[src/rtl/dot_accum.sv]
// Dot-product accumulator behind the N-lane multiplier array. Sums lanes per beat,
// accumulates across beats, saturates the result and holds it under valid/ready.
//
// state  | meaning (implicit in first / s1_valid / out_valid)
// IDLE   | first=1, no beat in S1, no partial sum
// ACCUM  | partial sum held in acc (first=0)
// RESULT | out_valid=1, result held in the output register
// STALL  | RESULT with out_ready=0; whole pipe including the multiplier array holds
module dot_accum #(
  parameter int N         = 3,
  parameter int W         = 45,
  parameter int MAX_BEATS = 64
) (
  input  logic           clk,
  input  logic           reset,
  input  logic           in_valid,
  input  logic           in_last,
  input  logic [N*W-1:0] in_data,
  output logic           in_ready,
  output logic           out_valid,
  input  logic           out_ready,
  output logic [W-1:0]   out_data,
  output logic           out_sat,
  output logic           out_trunc,
  output logic [6:0]     out_beats
);

  // Eight guard bits cover up to 4 lanes x 64 beats, so acc never wraps.
  localparam int AW = W + 8;
  localparam logic [6:0] CNT_LAST = 7'(MAX_BEATS - 1);

  logic          stall;
  logic          accept;
  logic          at_max;
  logic [AW-1:0] lane_sum;

  logic          s1_valid;
  logic          s1_last;
  logic          s1_trunc;
  logic [AW-1:0] s1_sum;
  logic [6:0]    s1_beats;

  logic          first;
  logic [AW-1:0] acc;
  logic [AW-1:0] acc_next;
  logic [6:0]    cnt;

  logic          ovf;
  logic [W-1:0]  sat_val;

  assign stall    = out_valid && !out_ready;
  assign in_ready = !stall;
  assign accept   = in_valid && in_ready;
  assign at_max   = (cnt == CNT_LAST);

  always_comb begin
    lane_sum = '0;
    for (int i = 0; i < N; i++) begin
      lane_sum = lane_sum + {{(AW-W){in_data[i*W+W-1]}}, in_data[i*W +: W]};
    end
  end

  assign acc_next = (first ? '0 : acc) + s1_sum;

  // Fits in W bits only when the guard bits all match the W-bit sign bit.
  assign ovf     = !((&acc_next[AW-1:W-1]) || !(|acc_next[AW-1:W-1]));
  assign sat_val = acc_next[AW-1] ? {1'b1, {(W-1){1'b0}}} : {1'b0, {(W-1){1'b1}}};

  always_ff @(posedge clk) begin
    if (reset) begin
      s1_valid  <= 1'b0;
      s1_last   <= 1'b0;
      s1_trunc  <= 1'b0;
      s1_sum    <= '0;
      s1_beats  <= '0;
      first     <= 1'b1;
      acc       <= '0;
      cnt       <= '0;
      out_valid <= 1'b0;
      out_data  <= '0;
      out_sat   <= 1'b0;
      out_trunc <= 1'b0;
      out_beats <= '0;
    end else if (!stall) begin
      s1_valid <= accept;
      if (accept) begin
        s1_sum   <= lane_sum;
        s1_last  <= in_last || at_max;
        s1_trunc <= !in_last && at_max;
        s1_beats <= cnt + 7'd1;
        cnt      <= (in_last || at_max) ? 7'd0 : cnt + 7'd1;
      end

      if (s1_valid && !s1_last) begin
        acc   <= acc_next;
        first <= 1'b0;
      end

      // A new result takes priority over the handshake clearing out_valid.
      if (s1_valid && s1_last) begin
        out_valid <= 1'b1;
        out_data  <= ovf ? sat_val : acc_next[W-1:0];
        out_sat   <= ovf;
        out_trunc <= s1_trunc;
        out_beats <= s1_beats;
        first     <= 1'b1;
      end else if (out_valid && out_ready) begin
        out_valid <= 1'b0;
      end
    end
  end

endmodule

[config.mk]
export PLATFORM = sky130hd
export DESIGN_NAME = dot_accum
export DESIGN_NICKNAME = d
export VERILOG_FILES = /design/src/rtl/dot_accum.sv
export SDC_FILE = /design/constraint.sdc
export NUM_CORES = 1
export LEC_CHECK = 0
export BUFFER_PORTS_ARGS = -buffer_cell sky130_fd_sc_hd__buf_2
export CORE_MARGIN = 3
export CORE_UTILIZATION = 35
export CTS_BUF_LIST = sky130_fd_sc_hd__clkbuf_2 sky130_fd_sc_hd__clkbuf_4 sky130_fd_sc_hd__clkbuf_8
export DETAILED_ROUTE_END_ITERATION = 10
export PLACE_DENSITY = 0.6
export SYNTH_ARGS = -nofsm -noshare
export SYNTH_HDL_FRONTEND = slang
export SYNTH_SLANG_ARGS = --single-unit
[constraint.sdc]
create_clock -name clk -period 5.8 [get_ports clk]
set_input_delay 1.16 -clock clk [delete_from_list [all_inputs] [get_ports clk]]
set_output_delay 1.16 -clock clk [all_outputs]
set_load 0.02 [all_outputs]
==> impl_metrics.env <==
export IMPL_status="finished, final reports clean"
export IMPL_crit_start="first$_SDFFE_PP1P_"
export IMPL_worst_pin_slew_ns=0.822
export IMPL_area_sequential_um2=3460
export IMPL_via_count=12384
export IMPL_ctsHoldBuffers=0
export IMPL_grtUsageTotal_pct=19.6
export IMPL_post_route_util_pct=40.3
export IMPL_period_minus_slack_ns=4.78
export IMPL_drt_wl_total_um=40400
export IMPL_synth_nets=1938
export IMPL_critPathCaptureType="register"
export IMPL_async_flop_share_pct=0
export IMPL_drv_cap=0
export IMPL_clk_path_buf_depth=2
export IMPL_rsz0062_at_grt="no"
export IMPL_grt_max_degree=77
export IMPL_ir_worst_vdd_uv=102
export IMPL_grt_pass1_vias=11994
export IMPL_cts_tree="built"
export IMPL_synth_ff_type="dfxtp_1"
export IMPL_synth_area_leader_cell="dfxtp_1"
export IMPL_syn_area_per_cell_um2=8.06
export IMPL_die_height_um=201
export IMPL_nFillCells=3859
export IMPL_period_share_pct=82.4
export IMPL_hold_path_startpoint="acc[46]$_SDFFE_PP0P_"
export IMPL_multiInputGateArea_um2=9290
export IMPL_synth_seq_area_share_pct=26.0
export IMPL_core_area_um2=37000
export IMPL_min_path_type="reg -> reg"
export IMPL_cts_sinks=173
export IMPL_syn_to_final_growth_pct=12.1
export IMPL_slowest_stage="nor3_1"
export IMPL_firstDrtPassIters=5
export IMPL_r2r_start="first$_SDFFE_PP1P_"
export IMPL_cts_setup_buffers=0
export IMPL_start_util_pct=36.0
export IMPL_synth_ff_latch_count=173
export IMPL_slew_violations=0
export IMPL_crit_type="reg -> reg"
export IMPL_numCtsBuffers=17
export IMPL_netlist_area_leader_share_pct=26.0
export IMPL_routabilityCongestion=0.916
export IMPL_grt_overflow=0
export IMPL_io_pins=196
export IMPL_via_per_inst=5.43
export IMPL_clock_latency_ns=0.50
export IMPL_crit_chain="buf_4 -> nor2b_1 -> ha_1 -> a21oi_1 -> o21ai_1 -> a21oi_1 -> o31ai_4 -> a31oi_1 -> o31a_1 -> nor3_1 -> nor3_1 -> a41oi_1 -> a21oi_2 -> buf_4 -> o221a_1"
export IMPL_cp_required_ns=6.23
export IMPL_drt_iter0_markers=886
export IMPL_dieArea_um2=40400
export IMPL_die_w_um=201
export IMPL_htree_levels=4
export IMPL_critPathMaxFanout=27
export IMPL_row_count=70
export IMPL_ant_nets=0
export IMPL_startpoint_type="register"
export IMPL_drc=0
export IMPL_setup_viol=0
export IMPL_maxSlewHeadroom_pct=45.0
export IMPL_path_clk_slew_ns=0.10
export IMPL_syn_cell_area_um2=13300
export IMPL_setup_tns_ns=0
export IMPL_nets=2050
export IMPL_cellLeakagePower_nw=6.35
export IMPL_root_buffer="clkbuf_8"
export IMPL_synth_top_cells_by_area="dfxtp_1, ha_1, a21oi_1, fa_1, nand2_1"
export IMPL_antenna_found_initial=2
export IMPL_synth_edf_count=0
export IMPL_synth_distinct_cells=79
export IMPL_ys_warn_count=0
export IMPL_dp_hpwl_um=31400
export IMPL_grt_pass1_wl_um=64800
export IMPL_cts_resized=0
export IMPL_clock_fmax_mhz=209
export IMPL_finalHoldViolCount=0
export IMPL_syn_inst=1653
export IMPL_power_density_nw_per_um2=243
export IMPL_clock_skew_ns=0.0259
export IMPL_wl_per_cell_um=17.7
export IMPL_io_buffers=195
export IMPL_drive_above_1_share_pct=15.5
export IMPL_worst_path_largest_cell_delay_ns=0.64
export IMPL_crit_arrival_ns=5.21
area by class of cell:
class                           count  area share [%]
Multi-Input combinational cell   1344            62.2
Sequential cell                   173            23.2
Timing Repair Buffer              206            7.10
Tap cell                          504            4.22
Clock buffer                       18            1.66
Clock inverter                     13            1.03
Inverter                           23           0.578
Antenna cell                        1          0.0168
path summary, 6_finish.rpt:
check	to	slack, ns	cells past startpoint
max	out_data[39]$_SDFFE_PP0P_	1.02	15
min	acc[46]$_SDFFE_PP0P_	0.45	2
max reg2reg	out_data[39]$_SDFFE_PP0P_	1.02	15
min reg2reg	acc[46]$_SDFFE_PP0P_	0.45	2
power breakdown:
part	internal [mW]	total, mW	switching (mW)
Clock	0.402	0.899	0.498
Combinational	0.539	1.34	0.802
Sequential	1.28	1.38	0.103
Total	2.22	3.62	1.40
cells by family after synthesis:
family,after synthesis,synth area share (%)
AO/OA/AOI/OAI,524,26.6
XOR/XNOR,81,5.33
adder cells (fa/ha/maj),145,16.3
buffers and inverters,136,4.30
flip-flops,173,26.0
multiplexers,3,0.235
AND/OR/NAND/NOR,591,21.3
critical path, delay by kind of cell (launching register included):
| kind | cells | cell delay [ns] |
|---|---|---|
| AO/OA/AOI/OAI | 9 | 2.51 |
| adder cells (fa/ha/maj) | 1 | 0.37 |
| buffers and inverters | 2 | 0.58 |
| flip-flops | 1 | 0.43 |
| AND/OR/NAND/NOR | 3 | 0.80 |
state kept, by name (all words and copies together) (netlist names), 7 cells and up:
name,flops
s1_sum,47
cnt,7
acc,53
out_beats,7
out_data,45
s1_beats,7
cells in the final DEF, fill, tap and decap left out, types with 6 or more instances in the layout:
cell type	count
xor2_1	28
and3_1	19
buf_4	12
nor2b_1	64
fa_1	47
clkbuf_8	18
ha_1	98
o221a_1	30
nor2_1	103
a21o_1	77
inv_1	23
dfxtp_1	173
a32oi_1	8
buf_2	194
nand2b_1	9
and2_1	10
o21bai_1	13
nor4_1	7
o21ai_0	64
nor3_1	29
nand2_1	242
a21oi_1	201
nand3_1	24
o221a_2	8
a211oi_1	17
nand4_1	34
a31oi_1	16
o21a_1	9
or2_2	6
nor3b_1	8
and4_1	7
xnor2_1	53
o31ai_1	6
metrics by stage:
stage | instance area [um^2] | worst slack [ns] | hold slack (ns) | total power [mW] | std cells
3_5_place_dp | 14500 | 0.636 | 0.442 | 2.74 | 2250
3_3_place_gp | 14500 | 0.751 | 0.437 | 2.73 | 2250
6_report | 14900 | 1.02 | 0.454 | 3.62 | 2282
4_1_cts | 14900 | 1.07 | 0.456 | 3.65 | 2281
2_1_floorplan | 13300 | 1.48 | 0.429 | 2.34 | 1653
5_1_grt | 14900 | 0.757 | 0.477 | 3.86 | 2282
synthesized netlist by cell type (8+ instances only):
| library cell | count |
|---|---|
| a32oi_1 | 8 |
| o21bai_1 | 13 |
| ha_1 | 98 |
| nor2_1 | 104 |
| fa_1 | 47 |
| a21o_1 | 77 |
| buf_2 | 13 |
| xor2_1 | 28 |
| dfxtp_1 | 173 |
| o221a_1 | 30 |
| nand2_1 | 243 |
| o221a_2 | 8 |
| nor3b_1 | 8 |
| nor3_1 | 29 |
| o21ai_0 | 64 |
| o21a_1 | 9 |
| and3_1 | 20 |
| nand2b_1 | 9 |
| clkbuf_1 | 87 |
| a21oi_1 | 201 |
| nor2b_1 | 64 |
| a211oi_1 | 17 |
| inv_1 | 23 |
| and2_1 | 11 |
| a31oi_1 | 16 |
| nand3_1 | 24 |
| xnor2_1 | 53 |
| nand4_1 | 34 |
layer usage:
| metal | vias up | wire length [um] | part of all wire (%) | track usage (%) |
|---|---|---|---|---|
| met1 | 5819 | 20700 | 51 | 29.2 |
| met5 | - | 13 | 0.032 | 0 |
| met3 | 35 | 1910 | 4.7 | 2.29 |
| met4 | 2 | 484 | 1.2 | 4.69 |
| li1 | 6194 | - | - | - |
| met2 | 334 | 17400 | 43 | 30.3 |
(Power assumes the default switching activity.)
